--- src/rtl/calc_pkg.sv ---
// Shared definitions for the calculator entry path: key codes, ALU opcodes,
// sequencer states and key classification helpers.
package calc_pkg;

  localparam int unsigned DIGITS_DEF = 4;

  // Non-digit key codes (0x0-0x9 are digits)
  localparam logic [3:0] KEY_ADD = 4'hA;
  localparam logic [3:0] KEY_SUB = 4'hB;
  localparam logic [3:0] KEY_MUL = 4'hC;
  localparam logic [3:0] KEY_DIV = 4'hD;
  localparam logic [3:0] KEY_EQ  = 4'hE;
  localparam logic [3:0] KEY_CLR = 4'hF;

  // ALU opcodes
  localparam logic [1:0] OPC_ADD = 2'b00;
  localparam logic [1:0] OPC_SUB = 2'b01;
  localparam logic [1:0] OPC_MUL = 2'b10;
  localparam logic [1:0] OPC_DIV = 2'b11;

  typedef enum logic [1:0] {
    ST_ENTER_A,
    ST_ENTER_B,
    ST_ISSUE,
    ST_WAIT_RES
  } state_t;

  typedef enum logic [1:0] {
    KC_DIGIT,
    KC_OPER,
    KC_EQ,
    KC_CLR
  } key_class_t;

  function automatic key_class_t classify(input logic [3:0] code);
    key_class_t kc;
    if (code <= 4'h9)        kc = KC_DIGIT;
    else if (code == KEY_EQ)  kc = KC_EQ;
    else if (code == KEY_CLR) kc = KC_CLR;
    else                      kc = KC_OPER;
    return kc;
  endfunction

  function automatic logic [1:0] key_to_opcode(input logic [3:0] code);
    logic [1:0] opc;
    unique case (code)
      KEY_SUB: opc = OPC_SUB;
      KEY_MUL: opc = OPC_MUL;
      KEY_DIV: opc = OPC_DIV;
      default: opc = OPC_ADD;
    endcase
    return opc;
  endfunction

endpackage

--- src/rtl/calc_entry_seq_key_accept.sv ---
// Key acceptor: turns a held key-valid level into exactly one accept pulse
// after DEBOUNCE consecutive high cycles. A new accept needs the key to be
// released for at least one cycle. The accept pulse is combinational from
// the counter so the consumer can register the key on the same edge.
module key_accept #(
  parameter int unsigned DEBOUNCE = 4
) (
  input  logic       CLK,
  input  logic       RESET,
  input  logic       key_valid,
  input  logic [3:0] key_code,
  input  logic       flush,
  output logic       accept,
  output logic [3:0] code
);

  localparam int unsigned CW = (DEBOUNCE > 1) ? $clog2(DEBOUNCE) : 1;
  localparam logic [CW-1:0] LAST = CW'(DEBOUNCE - 1);

  logic [CW-1:0] cnt;
  logic          held;

  // Accept fires on the cycle the run of high samples reaches DEBOUNCE
  always_comb begin
    accept = key_valid && !held && !flush && (cnt == LAST);
    code   = key_code;
  end

  // Debounce counter and release latch; reset and flush both demand a release
  always_ff @(posedge CLK) begin
    if (RESET) begin
      cnt  <= '0;
      held <= 1'b1;
    end else if (!key_valid) begin
      cnt  <= '0;
      held <= 1'b0;
    end else begin
      if (accept || flush) held <= 1'b1;
      if (flush)
        cnt <= '0;
      else if (!held && cnt != LAST)
        cnt <= cnt + CW'(1);
    end
  end

endmodule

--- src/rtl/calc_entry_seq.sv ---
// Calculator operand entry sequencer: assembles two BCD operands and an
// opcode from debounced keys, offers them to the ALU over valid/ready and
// captures the result back into operand A for chaining.
module calc_entry_seq
  import calc_pkg::*;
#(
  parameter int unsigned DIGITS   = DIGITS_DEF,
  parameter int unsigned DEBOUNCE = 4
) (
  input  logic                  CLK,
  input  logic                  RESET,
  input  logic                  KEY_VALID,
  input  logic [3:0]            KEY_CODE,
  output logic                  KBD_EN,
  output logic [4*DIGITS-1:0]   OP_A,
  output logic [4*DIGITS-1:0]   OP_B,
  output logic [1:0]            OPCODE,
  output logic                  CALC_VALID,
  input  logic                  CALC_READY,
  input  logic                  RES_VALID,
  input  logic [4*DIGITS-1:0]   RES,
  output logic [4*DIGITS-1:0]   DISP_DATA,
  output logic                  DIG_OVF
);

  localparam int unsigned W  = 4 * DIGITS;
  localparam int unsigned CW = $clog2(DIGITS + 1);
  localparam logic [CW-1:0] FULL = CW'(DIGITS);

  state_t        state, state_n;
  logic [W-1:0]  a, a_n, b, b_n;
  logic [1:0]    opc, opc_n;
  logic [CW-1:0] cnt_a, cnt_a_n, cnt_b, cnt_b_n;
  logic          fresh, fresh_n;
  logic          dig_ovf_n;
  logic          calc_valid, kbd_en;
  logic [W-1:0]  disp;
  logic          entry;
  logic          key_acc;
  logic [3:0]    key_code_acc;
  logic [W-1:0]  digit_w;
  logic [W-1:0]  a_base;
  logic [CW-1:0] cnt_base;

  assign entry = (state == ST_ENTER_A) || (state == ST_ENTER_B);

  key_accept #(.DEBOUNCE(DEBOUNCE)) u_key_accept (
    .CLK       (CLK),
    .RESET     (RESET),
    .key_valid (KEY_VALID),
    .key_code  (KEY_CODE),
    .flush     (!entry),
    .accept    (key_acc),
    .code      (key_code_acc)
  );

  // Next-state and datapath updates for each accepted key / handshake
  always_comb begin
    state_n   = state;
    a_n       = a;
    b_n       = b;
    opc_n     = opc;
    cnt_a_n   = cnt_a;
    cnt_b_n   = cnt_b;
    fresh_n   = fresh;
    dig_ovf_n = 1'b0;
    digit_w   = W'(key_code_acc);
    a_base    = a;
    cnt_base  = cnt_a;

    unique case (state)
      ST_ENTER_A: begin
        if (key_acc) begin
          unique case (classify(key_code_acc))
            KC_DIGIT: begin
              // A result left in A is discarded by the first new digit
              if (fresh) begin
                a_base   = '0;
                cnt_base = '0;
                fresh_n  = 1'b0;
              end
              if (cnt_base < FULL) begin
                a_n     = (a_base << 4) | digit_w;
                cnt_a_n = cnt_base + CW'(1);
              end else begin
                a_n       = a_base;
                cnt_a_n   = cnt_base;
                dig_ovf_n = 1'b1;
              end
            end
            KC_OPER: begin
              opc_n   = key_to_opcode(key_code_acc);
              b_n     = '0;
              cnt_b_n = '0;
              fresh_n = 1'b0;
              state_n = ST_ENTER_B;
            end
            KC_CLR: begin
              a_n     = '0;
              cnt_a_n = '0;
              fresh_n = 1'b0;
            end
            default: ;
          endcase
        end
      end

      ST_ENTER_B: begin
        if (key_acc) begin
          unique case (classify(key_code_acc))
            KC_DIGIT: begin
              if (cnt_b < FULL) begin
                b_n     = (b << 4) | digit_w;
                cnt_b_n = cnt_b + CW'(1);
              end else begin
                dig_ovf_n = 1'b1;
              end
            end
            KC_OPER: begin
              if (cnt_b == '0) opc_n = key_to_opcode(key_code_acc);
            end
            KC_EQ: begin
              if (cnt_b != '0) state_n = ST_ISSUE;
            end
            KC_CLR: begin
              a_n     = '0;
              b_n     = '0;
              cnt_a_n = '0;
              cnt_b_n = '0;
              opc_n   = OPC_ADD;
              fresh_n = 1'b0;
              state_n = ST_ENTER_A;
            end
            default: ;
          endcase
        end
      end

      ST_ISSUE: begin
        if (calc_valid && CALC_READY) state_n = ST_WAIT_RES;
      end

      ST_WAIT_RES: begin
        if (RES_VALID) begin
          a_n     = RES;
          fresh_n = 1'b1;
          cnt_a_n = '0;
          b_n     = '0;
          cnt_b_n = '0;
          state_n = ST_ENTER_A;
        end
      end

      default: state_n = ST_ENTER_A;
    endcase
  end

  // State, operand registers and registered outputs derived from next state
  always_ff @(posedge CLK) begin
    if (RESET) begin
      state      <= ST_ENTER_A;
      a          <= '0;
      b          <= '0;
      opc        <= OPC_ADD;
      cnt_a      <= '0;
      cnt_b      <= '0;
      fresh      <= 1'b0;
      calc_valid <= 1'b0;
      kbd_en     <= 1'b0;
      disp       <= '0;
      DIG_OVF    <= 1'b0;
    end else begin
      state      <= state_n;
      a          <= a_n;
      b          <= b_n;
      opc        <= opc_n;
      cnt_a      <= cnt_a_n;
      cnt_b      <= cnt_b_n;
      fresh      <= fresh_n;
      calc_valid <= (state_n == ST_ISSUE);
      kbd_en     <= (state_n == ST_ENTER_A) || (state_n == ST_ENTER_B);
      disp       <= ((state_n == ST_ENTER_B) && (cnt_b_n != '0)) ? b_n : a_n;
      DIG_OVF    <= dig_ovf_n;
    end
  end

  assign OP_A       = a;
  assign OP_B       = b;
  assign OPCODE     = opc;
  assign CALC_VALID = calc_valid;
  assign KBD_EN     = kbd_en;
  assign DISP_DATA  = disp;

endmodule

--- config.mk ---
export PLATFORM = sky130hd
export DESIGN_NAME = calc_entry_seq
export DESIGN_NICKNAME = d
export VERILOG_FILES = /design/src/rtl/calc_pkg.sv /design/src/rtl/calc_entry_seq_key_accept.sv /design/src/rtl/calc_entry_seq.sv
export SDC_FILE = /design/constraint.sdc
export NUM_CORES = 1
export LEC_CHECK = 0
export BUFFER_PORTS_ARGS = -buffer_cell sky130_fd_sc_hd__buf_2
export CAP_MARGIN = 20
export CORE_ASPECT_RATIO = 1.2
export CORE_MARGIN = 4
export CORE_UTILIZATION = 40
export DETAILED_ROUTE_END_ITERATION = 6
export GPL_TIMING_DRIVEN = 1
export HOLD_SLACK_MARGIN = 0.15
export PLACE_DENSITY = 0.65
export SETUP_SLACK_MARGIN = 0.5
export SYNTH_ARGS = -nofsm -noshare
export SYNTH_HDL_FRONTEND = slang
export SYNTH_SLANG_ARGS = --single-unit
--- constraint.sdc ---
create_clock -name CLK -period 7.6 [get_ports CLK]
set_input_delay 1.52 -clock CLK [delete_from_list [all_inputs] [get_ports CLK]]
set_output_delay 1.52 -clock CLK [all_outputs]
set_load 0.1 [all_outputs]
==> flow_metrics.py, run 1 <==
metrics = {
    "grt": {
        "grt_max_degree": 40,
        "overflow": 0,
        "grt_antenna_before_repair": 0,
        "grt_pass1_vias": 2436,
        "grt_pass1_wl_um": 12350,
        "grtUsageTotal": 0.1826,
    },
    "timing": {
        "hold_viol_final": 0,
        "maxSlewViolCount": 0,
        "finalCriticalPeriod_ns": 4.290,
        "tightest_slew_ns": 1.059,
        "setup-tns-final_ns": 0,
        "finalSetupViolCount": 0,
        "timing.final.crit_share": 0.5644,
        "rsz0062_at_grt": "no",
        "slew_headroom": 0.2926,
        "finClkSkew_ns": 0.01160,
        "max_freq_mhz": 233.1,
    },
    "floorplan": {
        "start_util": 0.4092,
        "row_count": 34,
        "die_w_um": 86.52,
        "die_h_um": 102.2,
        "core_um2": 7232,
        "dieArea_um2": 8844,
        "pin_count": 78,
    },
    "power": {
        "p_total_uw": 732.1,
        "peakVddDrop_v": 0.0001062,
        "power_leakage_nw": 1.548,
        "powerDensity_nw_per_um2": 201.6,
    },
    "status": {
        "status": "complete, no violations",
    },
    "finish": {
        "multi_input_area_um2": 1548,
        "final_nets": 411,
        "antennaDiodeCount": 0,
        "nFillCells": 702,
        "final_layout_size_suffix_gt1_frac": 0.3099,
        "fin_area_um2": 3631,
        "seq_area_um2": 1301,
        "area_growth_pct": 22.71,
    },
    "setup_path": {
        "cp_max_fo": 19,
        "startpoint_type": "primary input",
        "crit_chain": "buf_2 -> and3b_1 -> or2_2 -> ha_1 -> and4bb_4 -> a211oi_4 -> nor2b_1 -> o311ai_4 -> mux2_2",
        "critPathArrivalTime_ns": 4.53,
        "critPathRequiredTime_ns": 7.84,
        "r2r.worst_path.cells": 5,
        "end_kind": "flop",
        "cp_top_family": "simple AND/OR/NAND/NOR gates",
        "r2r-start": "state[0]$_SDFF_PP0_",
        "path_class": "in2reg",
        "reg2reg_to": "DISP_DATA[3]$_SDFF_PP0_",
        "cp_num_buf_inv": 1,
        "ff2ff_setup_slack_ns": 4.73,
        "critPathSlowestCell": "o311ai_4",
        "cp_slowest_stage_delay_ns": 0.90,
    },
    "yosys": {
        "synth_common_cells": "65 x dfxtp_1, 29 x a21oi_1, 26 x nand2_1",
        "ys_types": 57,
        "synth-seq-cells": 65,
        "synth_enable_flop_cells": 0,
        "syn_inst": 306,
        "synth.most_common_cell": "dfxtp_1",
        "synth_area_leaders": "dfxtp_1 44%, mux2_4 5.1%, a21oi_1 4.9%, a221o_1 4.1%, o21ai_0 3.6%",
        "async_reset_ff_frac": 0,
        "yosysSeqAreaShare": 0.4397,
        "synth_top_area_frac": 0.4397,
        "syn_nets": 338,
        "netlist_area_um2": 2959,
        "yosysWarnings": 0,
        "ys.flop_type": "dfxtp_1",
        "synth_top_area_cell": "dfxtp_1",
        "avgSynthCellArea_um2": 9.670,
    },
    "detailed_routing": {
        "vias_per_cell": 5.416,
        "drt-total-wl_um": 7851,
        "post_drt_wl_per_cell_um": 16.56,
        "drt-pass1-iter-count": 5,
        "ant_nets": 0,
        "num_vias": 2567,
        "route.detailed.drc": 0,
        "drtIter0Drc": 195,
    },
    "worst_hold_path": {
        "min_to": "OPCODE[1]$_SDFFE_PP0P_",
        "hold_path_depth": 2,
        "hold_class": "reg2reg",
        "worstHoldStart": "OPCODE[1]$_SDFFE_PP0P_",
    },
    "clock_tree": {
        "cts_hold_buf": 0,
        "cts_tree": "done",
        "cts.sinks": 65,
        "clkLatencyLatePin_ns": 0.35,
        "clkTransAtPathRegs_ns": 0.07,
        "cts_setup_buffers": 0,
        "cts_max_level": 3,
        "root_buffer": "clkbuf_8",
        "numCtsBuffers": 9,
        "postCtsResizedCells": 0,
        "clock_path_buffers": 2,
    },
    "flow_run": {
        "maxCapViolCount": 0,
    },
    "placed_design": {
        "dpl.hpwl_um": 5640,
        "place.port_buffers": 77,
        "routabilityCongestion": 0.8931,
        "placed_cell_area_um2": 3382,
    },
}
state kept, by name, summed over array words and instances (netlist names):
signal,cells
OP_B,16
cnt_b,3
DIG_OVF,1
state,2
u_key_accept.cnt,2
fresh,1
OPCODE,2
OP_A,16
CALC_VALID,1
KBD_EN,1
cnt_a,3
u_key_accept.held,1
DISP_DATA,16
through the flow:
step	instances	utilization	hold WS, ns	setup slack [ns]
2_1_floorplan	306	-	0.4489	3.460
3_3_place_gp	457	0.4670	0.4354	2.964
3_5_place_dp	458	0.4676	0.4454	2.924
4_1_cts	474	0.5021	0.4552	3.300
5_1_grt	474	0.5021	0.4933	3.137
6_report	474	0.5021	0.4493	3.310
final cells by class:
type                       count  share of cell area
clock buffer                   9             0.03411
multi-input combinational    217              0.4263
timing repair buffer          78              0.1075
sequential                    65              0.3584
clock inverter                 7             0.03446
tap                           90             0.03101
inverter                       8            0.008270
cells in the final DEF, fill, tap and decap left out, types with 5 or more instances in the layout:
cell      netlist  final
mux2i_1         9      9
ha_1            7      7
mux2_4         10     10
nand3_1         5      5
nand2_1        26     26
a221o_1        12     12
a21oi_1        29     29
nor2_1         23     23
inv_1           8      8
dfxtp_1        65     65
nand2b_1        7      7
mux2_2          6      6
o21ai_0        21     21
buf_2           3     78
nor2b_1         8      8
clkbuf_8        0      9
where the power goes:
part | switching (mW) | internal, mW
Clock | 0.141 | 0.221
Sequential | 0.00100 | 0.341
Combinational | 0.0171 | 0.0102
worst max-delay path by stage:
stage               slack (ns)        start                       end  cells past startpoint
floorplan                 3.46  KEY_CODE[1]  DISP_DATA[10]$_SDFF_PP0_                     10
global placement          2.96  KEY_CODE[2]  DISP_DATA[14]$_SDFF_PP0_                      9
detailed placement        2.92  KEY_CODE[2]   DISP_DATA[1]$_SDFF_PP0_                      9
CTS                       3.30  KEY_CODE[2]   DISP_DATA[1]$_SDFF_PP0_                      9
global route              3.14  KEY_CODE[2]   DISP_DATA[2]$_SDFF_PP0_                      9
finish                    3.31  KEY_CODE[2]   DISP_DATA[3]$_SDFF_PP0_                      9
cells by family after synthesis:
family                   after synthesis  synth area share
buffers and inverters                 24           0.03720
AO/OA/AOI/OAI                         89            0.2102
XOR/XNOR                               2          0.005921
multiplexers                          25            0.1040
AND/OR/NAND/NOR                       94            0.1734
flip-flops                            65            0.4397
adder cells (fa/ha/maj)                7           0.02960
worst min-delay path, cell delays in order, from the launching register on:
cell     delay, ns
dfxtp_1       0.31
nand2_1       0.05
a21oi_1       0.05
layer usage:
metal	track usage	vias to the layer above	part of all wire
li1	-	1265	-
met1	0.2180	1209	0.42
met2	0.3092	74	0.51
met3	0.03306	19	0.047
met4	0.1007	0	0.028
met5	0	-	0
No activity file was read; power rests on OpenSTA's default activity.
==> inputs of run 2 (changes only) <==
Settings changed: ABC_AREA set to 1, PLACE_DENSITY 0.65 to 0.66.
Clock period 7.6 ns to 3.6 ns, I/O delays scaled along.
==> run 2 against run 1 <==
Compared with the run above:
- sequential cell count did not move
- setup slack got worse by 2.5 ns
- final cell count is 58% higher
- synthesized area rose by 22%
- critical path type unchanged
- critical endpoint is now DISP_DATA[10]$_SDFF_PP0_
==> flow_metrics.py, run 2 <==
metrics = {
    "worst_hold_path": {
        "worstHoldStart": "OPCODE[0]$_SDFFE_PP0P_",
        "hold_class": "reg2reg",
    },
    "clock_tree": {
        "cts_tree": "done",
        "clkTransAtPathRegs_ns": 0.08,
        "cts.sinks": 65,
        "numCtsBuffers": 9,
        "cts_setup_buffers": 0,
        "clock_path_buffers": 2,
        "root_buffer": "clkbuf_8",
        "clkLatencyLatePin_ns": 0.36,
        "cts_max_level": 3,
        "cts_hold_buf": 0,
    },
    "yosys": {
        "synth_common_cells": "147 x nand2_1, 89 x nor2_1, 74 x inv_1",
        "synth_top_area_frac": 0.3619,
        "synth-seq-cells": 65,
        "avgSynthCellArea_um2": 6.491,
        "synth_enable_flop_cells": 0,
        "yosysSeqAreaShare": 0.3619,
        "synth_top_area_cell": "dfxtp_1",
        "synth_area_leaders": "dfxtp_1 36%, nand2_1 15%, nor2_1 9.3%, inv_1 7.7%, o21ai_0 4.5%",
        "async_reset_ff_frac": 0,
        "synth.most_common_cell": "nand2_1",
        "ys.flop_type": "dfxtp_1",
        "yosysWarnings": 0,
        "syn_nets": 586,
        "netlist_area_um2": 3596,
        "ys_types": 38,
        "syn_inst": 554,
    },
    "power": {
        "power_leakage_nw": 2.210,
        "powerDensity_nw_per_um2": 335.3,
        "peakVddDrop_v": 0.0001938,
    },
    "status": {
        "status": "complete, no violations",
    },
    "timing": {
        "rsz0062_at_grt": "no",
        "finalCriticalPeriod_ns": 2.789,
        "slew_headroom": 0.4533,
        "hold_viol_final": 0,
        "max_freq_mhz": 358.6,
        "tightest_slew_ns": 0.8170,
        "finClkSkew_ns": 0.01584,
        "setup-tns-final_ns": 0,
        "maxSlewViolCount": 0,
        "holdWs_ns": 0.4636,
        "finalSetupViolCount": 0,
        "timing.final.crit_share": 0.7746,
    },
    "setup_path": {
        "end_kind": "flop",
        "r2r-start": "cnt_a[2]$_SDFFE_PP0P_",
        "cp_max_fo": 28,
        "startpoint_type": "primary input",
        "critPathRequiredTime_ns": 3.88,
        "path_class": "in2reg",
        "startpoint": "KEY_CODE[3]",
        "critPathArrivalTime_ns": 3.07,
    },
    "placed_design": {
        "routabilityCongestion": 0.9295,
        "place.port_buffers": 77,
        "dpl.hpwl_um": 7841,
        "place_inst": 732,
        "placed_cell_area_um2": 4040,
    },
    "detailed_routing": {
        "num_vias": 3723,
        "drtIter0Drc": 297,
        "drt-total-wl_um": 10460,
        "vias_per_cell": 4.977,
        "route.detailed.drc": 0,
        "drt-pass1-iter-count": 5,
        "post_drt_wl_per_cell_um": 13.98,
        "ant_nets": 0,
    },
    "floorplan": {
        "dieArea_um2": 10580,
        "start_util": 0.4154,
        "core_um2": 8657,
        "pin_count": 78,
        "die_w_um": 94.56,
        "row_count": 37,
        "die_h_um": 111.9,
    },
    "finish": {
        "final_nets": 658,
        "antennaDiodeCount": 0,
        "mostFrequentLayoutCell": "nand2_1",
        "final_core_util": 0.4905,
        "nFillCells": 917,
        "area_growth_pct": 18.09,
        "fin_area_um2": 4247,
        "final_layout_size_suffix_gt1_frac": 0.1965,
        "layout_common_cells": "147 x nand2_1, 89 x nor2_1, 77 x buf_2, 74 x inv_1, 65 x dfxtp_1",
        "final_cells": 748,
    },
    "grt": {
        "grt_pass1_vias": 3534,
        "grtUsageTotal": 0.2024,
        "grt_antenna_before_repair": 0,
        "grt_max_degree": 39,
        "grt_pass1_wl_um": 16930,
        "overflow": 0,
    },
    "flow_run": {
        "maxCapViolCount": 0,
    },
}
[run 2: changes by cell type after synthesis, moves of 7 or more]
cell      before  now
a221o_1       12    0
a22oi_1        4   11
inv_1          8   74
inv_2          0    7
mux2_4        10    0
mux2i_1        9    0
nand2_1       26  147
nand2b_1       7    0
nand3_1        5   24
nor2_1        23   89
nor2b_1        8    0
o21ai_0       21   32
o22ai_1        0    7
[run 2: area by class of cell]
| class | instances | area (um^2) | area share |
|---|---|---|---|
| multi-input cells | 387 | 1881 | 0.4428 |
| flip-flops and latches | 65 | 1301 | 0.3064 |
| clock buffers | 9 | 123.9 | 0.02917 |
| repair buffers | 79 | 400.4 | 0.09428 |
| inverters | 84 | 315.3 | 0.07425 |
| clock inverters | 7 | 78.83 | 0.01856 |
| well taps | 117 | 146.4 | 0.03447 |
[run 2: final timing paths]
check	to	slack (ns)	cells past startpoint
setup / recovery	DISP_DATA[10]$_SDFF_PP0_	0.81	17
hold / removal	OPCODE[0]$_SDFFE_PP0P_	0.46	2
setup reg to reg	DISP_DATA[8]$_SDFF_PP0_	1.14	11
hold reg to reg	OPCODE[0]$_SDFFE_PP0P_	0.46	2
[run 2: through the flow]
| step | power, mW | setup WS (ns) |
|---|---|---|
| final | 1.424 | 0.8114 |
| after global routing | 1.479 | 0.5829 |
| after CTS | 1.439 | 0.7630 |
| after detailed placement | 0.8046 | 0.3867 |
| after global placement | 0.8039 | 0.5007 |
| after floorplan | 0.7775 | 0.9254 |
[run 2: report_power, final]
part | leakage, nW | internal [mW] | switching (mW)
clock | 0.0921 | 0.324 | 0.311
combinational | 1.59 | 0.0205 | 0.0457
sequential | 0.524 | 0.720 | 0.00180
total | 2.21 | 1.06 | 0.359
[run 2: cells by family after synthesis]
kind of cell,Yosys count,synth area share
AO/OA/AOI/OAI,93,0.1541
adder cells (fa/ha/maj),7,0.02436
flip-flops,65,0.3619
buffers and inverters,102,0.1162
AND/OR/NAND/NOR,287,0.3434
[run 2: worst max-delay path, stage by stage]
cell and delay, ns:
buf_2 0.13, nand2_1 0.09, inv_1 0.09, a21oi_2 0.20
inv_1 0.08, ha_1 0.29, inv_1 0.16, nand3_4 0.17
nor2_8 0.19, nand3_2 0.13, nand2_1 0.09, nand2_1 0.10
nand3_4 0.13, nand2_4 0.19, nand2_1 0.11, nand2_1 0.05
nor2_1 0.14
[run 2: what timing repair did]
item                                    4_1_cts  5_1_grt
endpoints found under the hold margin         0        0
resized for setup                             0        1
endpoints found under the setup margin        0       11
[run 2: per-layer routing]
layer / vias to the layer above / share of wire / track usage
li1: 1892 / - / -
met1: 1659 / 0.44 / 0.2622
met2: 147 / 0.46 / 0.3187
met3: 25 / 0.067 / 0.04662
met4: 0 / 0.030 / 0.08951
met5: - / 0 / 0
